--- src/rtl/multiaddr_decode_stream.sv ---
// Streaming multi-address decoder: registered per-index hit mask behind a 2-entry
// buffer, with a drain-then-swap shadow address map and a saturating error counter.
module multiaddr_decode_stream #(
    parameter int unsigned NoIndices   = 32'd4,
    parameter int unsigned NoRules     = 32'd4,
    parameter type         addr_t      = logic [31:0],
    // Packed rule layout, MSB first: {idx[31:0], start_addr, end_addr}
    parameter type         rule_t      = logic [32+2*$bits(addr_t)-1:0],
    parameter int unsigned ErrCntWidth = 32'd16,
    localparam int unsigned IdxW       = (NoIndices > 1) ? $clog2(NoIndices) : 1
) (
    input  logic                           clk_i,
    input  logic                           rst_ni,
    input  addr_t                          addr_i,
    input  logic                           addr_valid_i,
    output logic                           addr_ready_o,
    output logic [NoIndices-1:0]           mask_o,
    output logic                           dec_valid_o,
    output logic                           dec_error_o,
    output logic                           multi_hit_o,
    output logic                           mask_valid_o,
    input  logic                           mask_ready_i,
    input  logic [NoRules*$bits(rule_t)-1:0] addr_map_i,
    input  logic                           en_default_idx_i,
    input  logic [IdxW-1:0]                default_idx_i,
    input  logic                           map_update_i,
    output logic                           map_busy_o,
    output logic [ErrCntWidth-1:0]         err_cnt_o,
    input  logic                           err_cnt_clear_i
);

    localparam int unsigned AddrW = $bits(addr_t);
    localparam int unsigned RuleW = $bits(rule_t);
    localparam int unsigned EntW  = NoIndices + 3;

    localparam logic [0:0] StIdle  = 1'b0;
    localparam logic [0:0] StDrain = 1'b1;

    logic [NoRules*RuleW-1:0] map_q, map_d;
    logic                     en_def_q, en_def_d;
    logic [IdxW-1:0]          def_idx_q, def_idx_d;
    logic [0:0]               state_q, state_d;
    logic                     ready_q, ready_d;
    logic [EntW-1:0]          mem_q [2];
    logic [EntW-1:0]          mem_d [2];
    logic                     wr_ptr_q, wr_ptr_d;
    logic                     rd_ptr_q, rd_ptr_d;
    logic [1:0]               cnt_q, cnt_d;
    logic [ErrCntWidth-1:0]   err_cnt_q, err_cnt_d;

    logic [RuleW-1:0]         rule_w;
    logic [NoIndices-1:0]     dec_mask;
    logic                     any_hit, dec_multi, dec_valid, dec_error;
    logic                     push, pop, count_err;

    always_comb begin
        rule_w    = '0;
        dec_mask  = '0;
        any_hit   = 1'b0;
        dec_multi = 1'b0;
        for (int unsigned r = 0; r < NoRules; r++) begin
            rule_w = map_q[r*RuleW +: RuleW];
            if ((addr_i >= rule_w[2*AddrW-1 -: AddrW]) && (addr_i < rule_w[AddrW-1:0]) &&
                (rule_w[RuleW-1 -: 32] < NoIndices)) begin
                dec_mask  = dec_mask | (NoIndices'(1) << rule_w[RuleW-1 -: 32]);
                dec_multi = dec_multi | any_hit;
                any_hit   = 1'b1;
            end
        end
        dec_valid = any_hit;
        dec_error = 1'b0;
        if (!any_hit) begin
            if (en_def_q && (32'(def_idx_q) < NoIndices)) begin
                dec_mask  = NoIndices'(1) << def_idx_q;
                dec_valid = 1'b1;
            end else begin
                dec_error = 1'b1;
            end
        end
    end

    always_comb begin
        push      = addr_valid_i && ready_q;
        pop       = (cnt_q != 2'd0) && mask_ready_i;
        count_err = push && dec_error;

        mem_d = mem_q;
        if (push) mem_d[wr_ptr_q] = {dec_mask, dec_valid, dec_error, dec_multi};
        wr_ptr_d = wr_ptr_q ^ push;
        rd_ptr_d = rd_ptr_q ^ pop;
        unique case ({push, pop})
            2'b10:   cnt_d = cnt_q + 2'd1;
            2'b01:   cnt_d = cnt_q - 2'd1;
            default: cnt_d = cnt_q;
        endcase

        // Swap only once the buffer has drained so queued entries keep old-map results
        state_d   = state_q;
        map_d     = map_q;
        en_def_d  = en_def_q;
        def_idx_d = def_idx_q;
        case (state_q)
            StIdle:  if (map_update_i) state_d = StDrain;
            StDrain: if (cnt_d == 2'd0) begin
                state_d   = StIdle;
                map_d     = addr_map_i;
                en_def_d  = en_default_idx_i;
                def_idx_d = default_idx_i;
            end
            default: state_d = StIdle;
        endcase
        ready_d = (cnt_d != 2'd2) && (state_d == StIdle);

        err_cnt_d = err_cnt_q;
        if (err_cnt_clear_i)
            err_cnt_d = count_err ? ErrCntWidth'(1) : '0;
        else if (count_err && (err_cnt_q != '1))
            err_cnt_d = err_cnt_q + ErrCntWidth'(1);
    end

    always_ff @(posedge clk_i or negedge rst_ni) begin
        if (!rst_ni) begin
            map_q     <= '0;
            en_def_q  <= 1'b0;
            def_idx_q <= '0;
            state_q   <= StIdle;
            ready_q   <= 1'b0;
            mem_q[0]  <= '0;
            mem_q[1]  <= '0;
            wr_ptr_q  <= 1'b0;
            rd_ptr_q  <= 1'b0;
            cnt_q     <= 2'd0;
            err_cnt_q <= '0;
        end else begin
            map_q     <= map_d;
            en_def_q  <= en_def_d;
            def_idx_q <= def_idx_d;
            state_q   <= state_d;
            ready_q   <= ready_d;
            mem_q     <= mem_d;
            wr_ptr_q  <= wr_ptr_d;
            rd_ptr_q  <= rd_ptr_d;
            cnt_q     <= cnt_d;
            err_cnt_q <= err_cnt_d;
        end
    end

    assign {mask_o, dec_valid_o, dec_error_o, multi_hit_o} = mem_q[rd_ptr_q];
    assign mask_valid_o = (cnt_q != 2'd0);
    assign addr_ready_o = ready_q;
    assign map_busy_o   = (state_q == StDrain);
    assign err_cnt_o    = err_cnt_q;

`ifndef SYNTHESIS
    a_out_stable: assert property (@(posedge clk_i) disable iff (!rst_ni)
        mask_valid_o && !mask_ready_i |=> $stable({mask_o, dec_valid_o, dec_error_o, multi_hit_o}));
    a_map_stable: assert property (@(posedge clk_i) disable iff (!rst_ni)
        map_busy_o && $past(map_busy_o) |-> $stable(addr_map_i));

    always @(posedge clk_i) begin
        if (rst_ni && (state_q == StDrain) && (cnt_d == 2'd0)) begin
            for (int unsigned r = 0; r < NoRules; r++) begin
                if (addr_map_i[r*RuleW + AddrW +: AddrW] >= addr_map_i[r*RuleW +: AddrW])
                    $warning("rule %0d loaded with start_addr >= end_addr", r);
            end
        end
    end
`endif

endmodule

--- config.mk ---
export PLATFORM = sky130hd
export DESIGN_NAME = multiaddr_decode_stream
export DESIGN_NICKNAME = d
export VERILOG_FILES = /design/src/rtl/multiaddr_decode_stream.sv
export SDC_FILE = /design/constraint.sdc
export NUM_CORES = 1
export LEC_CHECK = 0
export ABC_AREA = 1
export BUFFER_PORTS_ARGS = -buffer_cell sky130_fd_sc_hd__buf_2
export CAP_MARGIN = 20
export CORE_MARGIN = 8
export CORE_UTILIZATION = 39
export CTS_CLUSTER_DIAMETER = 150
export DETAILED_ROUTE_END_ITERATION = 8
export HOLD_SLACK_MARGIN = 0.12
export PLACE_DENSITY_LB_ADDON = 0.15
export SYNTH_ARGS = -nofsm -noshare
export SYNTH_HDL_FRONTEND = slang
export SYNTH_SLANG_ARGS = --single-unit
export TNS_END_PERCENT = 10
--- constraint.sdc ---
create_clock -name clk_i -period 2.8 [get_ports clk_i]
set_input_delay 0.56 -clock clk_i [delete_from_list [all_inputs] [get_ports clk_i]]
set_output_delay 0.56 -clock clk_i [all_outputs]
set_load 0.01 [all_outputs]
==> run metrics, run 1 <==
WS Path Type=reg -> reg; relative slew slack=52.4%; maximum clock insertion buffer count=3; Worst Reg-to-Reg Cells=13; status=finished, final reports clean; Synth Area in Simple Gates=17.9%; register area share after synthesis=44.6%; htree depth=2; largest family of logic cells by synthesized area=simple AND/OR/NAND/NOR gates; pwr/cell area=1140 nW/um^2; Port Buf Inserts=450; gr ovfl total=0; Max Fclk=0.371 GHz; delay-heaviest family, CP=simple AND/OR/NAND/NOR gates; Mapped Area=23,700 sq um; WL/cell=18.6 microns; chip height=263 microns; Die ar.=69,000 sq um; EDFF count, synth=0; initial antenna violation count=30; post-synthesis compound-gate area fraction=9.74%; XOR/XNOR Fraction of Synth Area=0.591%; Most used DFF post-synth=dfrtp_1; Placed Area=27,900 sq um; clock slew seen by the registers of the worst setup and hold paths=0.06 ns; largest net degree at the start of global routing=73; synth unique cells=51; r2r setup slk=0.10 ns; HPWL after DPL=59,600 microns; via count=20,100; Synth Area in Adders=13.5%; crit path cell chain=or2_2 > nand2_2 > inv_1 > ha_4 > inv_1 > nand2_1 > or3_1 > nand2_2 > nor2_4 > nand2_8 > buf_12 > clkbuf_16 > mux2_2; WHS=0.208 ns; DR vias/cell=4.89; Final Hold Viols=0; gpl congestion=0.885; IO Pins=451; drt total wl=76,700 microns; Remaining DRCs=0; final core occ=50.4%; row count=90; multiplexer share of the synthesized area=5.13%; cells after synthesis=2,691; syn nets=3,372; # Max-Cap Violations=0; TritonCTS Buffers=49; worst skew pair latency=0.58 ns; vias in the first global route=20,800; Crit. End Element=flop; CP max stage delay=0.38 ns; CP max FO=8; final worst-path cycle share=96.3%; area occupied by multi-input gates=11,300 sq um; Antenna Nets Post-Route=0; final number of max-transition violations=0; Buffers & Inverters on Critical Path=4; clock period minus worst slack=2.70 ns; CP arrival=3.16 ns; fill count=5,687; HP Class=in -> reg; average cell area after synthesis=8.81 sq um; root buf cell=clkbuf_16; Pre-antenna DRT Iters=7; Die X-Extent=263 microns; Least-Margin Pin Slew=0.712 ns; Max stage delay cell, worst path=dfrtp_1; Finished Cell Area=30,300 sq um; GRT Total Usage=21.0%; CTS tree=done; HP Start=addr_map_i[271]; leading area contributor after synthesis=dfrtp_1; layout cells sized above 1=27.2%; Post-synth ARST share=100%; register area=10,600 sq um; Worst path depth=13; share of the synthesized area in the top cell type=44.6%; Initial Util=39.4%; Core ar.=60,200 sq um; Hold Path Cell Cnt=2; CP startpoint=cnt_q[0]; Pleak=16.3 nW; Startpoint Class=flop; Critical Path RT=3.26 ns; Final nets=3,963; Clock Skew=0.0153 ns; maximum VDD drop=0.717 mV; Clock Sinks=423; first-pass GRT wire length=116,000 microns; Setup violations, final=0; Synth area leaders=dfrtp_1 45%, ha_1 14%, a21oi_1 8.1%, nor2_1 6.9%, inv_1 5.9%; Synthesis Warnings=0; number of synthesized register bits=423; reg-to-reg startpoint=cnt_q[0]; Iteration-0 DRC Markers=1,148; Syn-to-layout area delta=27.9%
[state kept, by name, summed over array words and instances (netlist names)]
signal / cells
mem_q: 14
err_cnt_o: 16
def_idx_q: 2
rd_ptr_q: 1
en_def_q: 1
map_q: 384
map_busy_o: 1
cnt_q: 2
addr_ready_o: 1
wr_ptr_q: 1
[layout by cell type, fill, tap and decap left out, types with 5 or more instances in the layout]
master	instances
nor3_1	19
buf_4	119
clkbuf_16	66
a21o_1	5
nand2_1	343
inv_1	373
clkbuf_8	9
a21oi_2	5
diode_2	15
mux2_2	108
o21ai_1	6
buf_16	10
buf_12	23
nor2_4	9
clkinv_2	14
bufinv_16	8
o21ai_0	23
o21a_1	15
nand2_2	33
dfrtp_1	423
ha_1	255
nor2_1	429
nor3_2	6
nand4_1	40
buf_2	449
nand3_1	63
a21oi_1	383
clkbuf_1	7
nor2_2	10
xor2_1	14
[cell families after synthesis]
logic type | count (synthesis)
xor gates and xnor gates | 16
and+or+nand+nor | 984
DFF | 423
muxes | 108
AOI/OAI and AO/OA | 444
buffers and inverters | 459
adders and majority gates | 257
[cell usage after synthesis, types with 24 or more instances]
| master | number |
|---|---|
| mux2_2 | 108 |
| o21ai_0 | 24 |
| dfrtp_1 | 423 |
| nand2_1 | 348 |
| nand4_1 | 40 |
| ha_1 | 256 |
| nand2_2 | 29 |
| inv_1 | 373 |
| nor2_1 | 438 |
| buf_2 | 45 |
| nand3_1 | 63 |
| a21oi_1 | 386 |
[layer usage]
layer / vias up / share of wire, % / track usage [%]
li1: 9945 / - / -
met3: 127 / 6.0 / 4.86
met4: 20 / 2.5 / 5.44
met5: - / 0.16 / 0
met2: 492 / 46 / 34.7
met1: 9548 / 45 / 27.6
[area by class of cell]
type	count	area share [%]
antenna	15	0.124
clock buffer	67	4.70
clock inverter	24	1.08
inverter	378	4.68
multi-input combinational	1810	37.1
sequential	423	34.9
tap	782	3.22
timing repair buffer	620	14.2
[power by group]
part / switching [mW] / internal, mW
clock: 2.64 / 4.30
sequential: 1.03 / 9.13
combinational: 9.61 / 7.89
total: 13.3 / 21.3
[final timing paths]
kind / endpoint
setup / recovery: map_q[366]
hold / removal: map_q[271]
setup reg to reg: map_q[366]
hold reg to reg: mem_q[4]
max in group asynchronous: map_q[273]
min in group asynchronous: map_q[204]
[timing repair]
item / CTS / global route
resized for setup: 3 / 40
endpoints found under the setup margin: 16 / 343
hold endpoints to repair: 48 / 0
hold buffers: 1 / 0
setup buffers: 0 / 8
gates cloned: 0 / 16
pin swaps: 0 / 7
[stage by stage]
stage / cells / setup TNS [ns] / setup slack (ns) / total power [mW]
after detailed placement: 3988 / -9.64 / -0.423 / 25.9
after global placement: 3988 / -8.61 / -0.374 / 25.3
after floorplan: 2691 / 0 / 0.212 / 21.2
after global routing: 4109 / -0.00159 / -0.00159 / 37.5
after CTS: 4080 / 0 / 0.000335 / 33.0
final: 4119 / 0 / 0.105 / 34.6
No activity file was read; power rests on OpenSTA's default activity.
==> run 2, diff against run 1 <==
--- a/config.mk
+++ b/config.mk
@@ -5,7 +5,7 @@
 export SDC_FILE = /design/constraint.sdc
 export NUM_CORES = 1
 export LEC_CHECK = 0
-export ABC_AREA = 1
+export ABC_AREA = 0
 export BUFFER_PORTS_ARGS = -buffer_cell sky130_fd_sc_hd__buf_2
 export CAP_MARGIN = 20
 export CORE_MARGIN = 8
==> run metrics, run 2 <==
status=complete, but fails checks; violated checks=setup timing; relative slew slack=29.4% (-23 points); Critical Path RT=3.28 ns (+0.02 ns); DR vias/cell=5.12 (+4.7%); htree depth=2 (unchanged); Remaining DRCs=0 (unchanged); most frequent cells in the layout=449 x buf_2, 423 x dfrtp_1, 313 x nand2_1, 276 x o21ai_0, 259 x inv_1; Mapped Area=22,600 sq um (-4.7%); via count=19,200 (-4.6%); clock period minus worst slack=3.13 ns (+0.431 ns); initial antenna violation count=21 (-30%); CTS tree=done; GRT Total Usage=22.1% (+1.0 points); gpl congestion=0.865 (-2.3%); Pre-antenna DRT Iters=5 (-2); average cell area after synthesis=9.95 sq um (+13%); register area share after synthesis=46.8% (+2.2 points); final worst-path cycle share=112% (+15 points); syn nets=2,952 (-12%); Startpoint Class=flop; final std cells w/o fill=3,752 (-8.9%); Die X-Extent=257 microns (-2.2%); TNS Setup=-6.99 ns (-6.99 ns); drt total wl=75,900 microns (-1.1%); CP max stage delay=0.44 ns (+0.06 ns); EDFF count, synth=0 (unchanged); row count=88 (-2.2%); Worst Reg-to-Reg Cells=12 (-1); WS Path Type=reg -> reg; Finished Cell Area=30,400 sq um (+0.31%); Synth area leaders=dfrtp_1 47%, ha_1 14%, mux2_2 7.2%, o21ai_0 6.3%, nand2_1 5.3%; Core ar.=57,500 sq um (-4.6%); pwr/cell area=1130 nW/um^2 (-1.1%); HPWL after DPL=59,900 microns (+0.41%); fill count=5,285 (-7.1%); switching share of power=37.8% (-0.55 points); share of the synthesized area in the top cell type=46.8% (+2.2 points); vias in the first global route=20,500 (-1.4%); CP max FO=11 (+3); CP arrival=3.61 ns (+0.45 ns); Least-Margin Pin Slew=1.06 ns (+0.347 ns); commonest non-fill, non-tap cell in the layout=buf_2; number of synthesized register bits=423 (unchanged); gr ovfl total=0 (unchanged); synth unique cells=66 (+29%); Place WS=-1.13 ns (-0.711 ns); commonest cells in the netlist=423 x dfrtp_1, 317 x nand2_1, 284 x o21ai_0; Die ar.=65,900 sq um (-4.4%); Buffers & Inverters on Critical Path=3 (-1); count leader, synth=dfrtp_1; maximum clock insertion buffer count=3 (unchanged); delay-heaviest family, CP=compound AO/OA/AOI/OAI gates; Setup violations, final=30 (+30); Placed Area=27,600 sq um (-0.97%); worst skew pair latency=0.60 ns (+0.02 ns); Pleak=14.5 nW (-11%); Max Fclk=0.320 GHz (-14%); Crit. End Element=flop; Clock Sinks=423 (unchanged); clock slew seen by the registers of the worst setup and hold paths=0.06 ns (about the same); Seq pwr share=30.6% (+1.2 points); # Max-Cap Violations=0 (unchanged); end of the worst hold path=map_q[295]; chip height=257 microns (-2.2%); cells after synthesis=2,271 (-16%); maximum VDD drop=0.639 mV (-11%); Clock Skew=0.0233 ns (+0.00799 ns); largest reg by FF count=map_q; first-pass GRT wire length=115,000 microns (-0.58%); Antenna Nets Post-Route=0 (unchanged); IO Pins=451 (unchanged); Initial Util=39.3% (-0.042 points); max reg flops=384 (unchanged); Sw Pwr=13.0 mW (-2.3%); number of instances in the placed design=3,631 (-9.0%); Post-synth ARST share=100% (unchanged); layout cells sized above 1=35.2% (+8.0 points); HP Class=in -> reg; WL/cell=20.2 microns (+8.6%); root buf cell=clkbuf_16; Port Buf Inserts=450 (unchanged); crit path cell chain=inv_2 > ha_4 > a21oi_2 > o221ai_2 > a221o_1 > a2111oi_4 > a211o_4 > o2111ai_4 > buf_4 > buf_12 > nor4_4 > mux2_4; clock power share=19.1% (-1.0 points); r2r setup slk=-0.33 ns (-0.43 ns); HP Start=addr_map_i[295]; Iteration-0 DRC Markers=863 (-25%); Max stage delay cell, worst path=a221o_1; final worst setup slack=-0.326 ns (-0.431 ns); final number of max-transition violations=0 (unchanged); total chip power=34.3 mW (-0.82%); TritonCTS Buffers=48 (-2.0%); unrepaired setup endpoints after global routing=true; Final Hold Viols=0 (unchanged); Syn-to-layout area delta=34.7%; largest net degree at the start of global routing=65 (-11%); Most used DFF post-synth=dfrtp_1; leading area contributor after synthesis=dfrtp_1; Pint=21.3 mW (about the same); Combinational Power Share=50.3% (-0.3 points); RR Endpoint=err_cnt_o[9]; Synthesis Warnings=0 (unchanged); reg-to-reg startpoint=map_q[130]; Final nets=3,627 (-8.5%); Hold Path Cell Cnt=3 (+1)
[run 2: cell count changes after synthesis, sizes merged, moves of 19 or more]
cell / before / now
a21oi: 391 / 94
nand3: 71 / 23
o21ai: 29 / 284
inv: 378 / 271
clkbuf: 4 / 71
mux2: 108 / 149
nor2b: 0 / 19
buf: 76 / 9
nor2: 448 / 47
nor4: 3 / 44
nand2: 380 / 317
[run 2: worst min-delay path, delay by kind of cell]
| kind | cells | cell delay (ns) |
|---|---|---|
| AO/OA/AOI/OAI | 1 | 0.05 |
| buffers and inverters | 1 | 0.08 |
| AND/OR/NAND/NOR | 1 | 0.03 |
[run 2: worst max path at each step]
stage / start / to / slack [ns] / depth (start not counted)
final: map_q[130] / err_cnt_o[9] / -0.33 / 12
after detailed placement: addr_i[9] / err_cnt_o[3] / -1.13 / 12
after floorplan: addr_i[2] / err_cnt_o[4] / -0.18 / 10
after global placement: addr_i[9] / err_cnt_o[15] / -1.09 / 12
after CTS: map_q[130] / err_cnt_o[9] / -0.35 / 12
after global routing: map_q[204] / err_cnt_o[9] / -0.41 / 13
[run 2: kinds of logic after synthesis]
group           synth area share, %
fa+ha+maj                      14.2
compound gates                 12.9
simple gates                   12.5
xor+xnor                      0.155
buf+inv                        5.93
flops                          46.8
mux                            7.56
[run 2: repair_timing]
action                                 4_1_cts  5_1_grt
gates resized for setup                     32      130
hold buffers                                 1        0
buffers inserted                             4       21
cloned                                       1        5
endpoints found under the hold margin       52        0
pin swaps                                    3       62
setup endpoints to repair                  246      396
[run 2: power by group through the flow]
stage                     clock (mW)  sequential, mW  combinational [mW]
after floorplan                    0            10.2                10.2
after global placement             0            10.5                15.1
after detailed placement           0            10.6                15.7
after CTS                       6.71            10.5                16.0
after global routing            6.95            10.9                19.3
final                           6.56            10.5                17.3
[run 2: stage by stage]
step / util [%] / hold slack, ns
3_5_place_dp: 48.0 / 0.490
4_1_cts: 51.2 / 0.132
5_1_grt: 52.9 / 0.148
3_3_place_gp: 48.0 / 0.483
6_report: 53.0 / 0.166
2_1_floorplan: - / 0.264
[run 2: metal layers]
metal  up-vias  share of wire (%)  global-route usage [%]  routed length (microns)
met5         -               0.20                       0                      149
met1      9300                 43                    27.8                    32400
li1       9285                  -                       -                        -
met4        24                2.6                    5.70                     1960
met3       131                6.4                    5.54                     4880
met2       457                 48                    37.5                    36500
[run 2: cell type report]
cell class                      instances  area, sq um  area share (%)
Antenna cell                            7         17.5          0.0575
Multi-Input combinational cell       1497        11500            37.8
Clock inverter                         17          251           0.826
Sequential cell                       423        10600            34.8
Inverter                              271         1020            3.34
Clock buffer                           67         1380            4.54
Timing Repair Buffer                  705         4730            15.5
Tap cell                              765          957            3.14
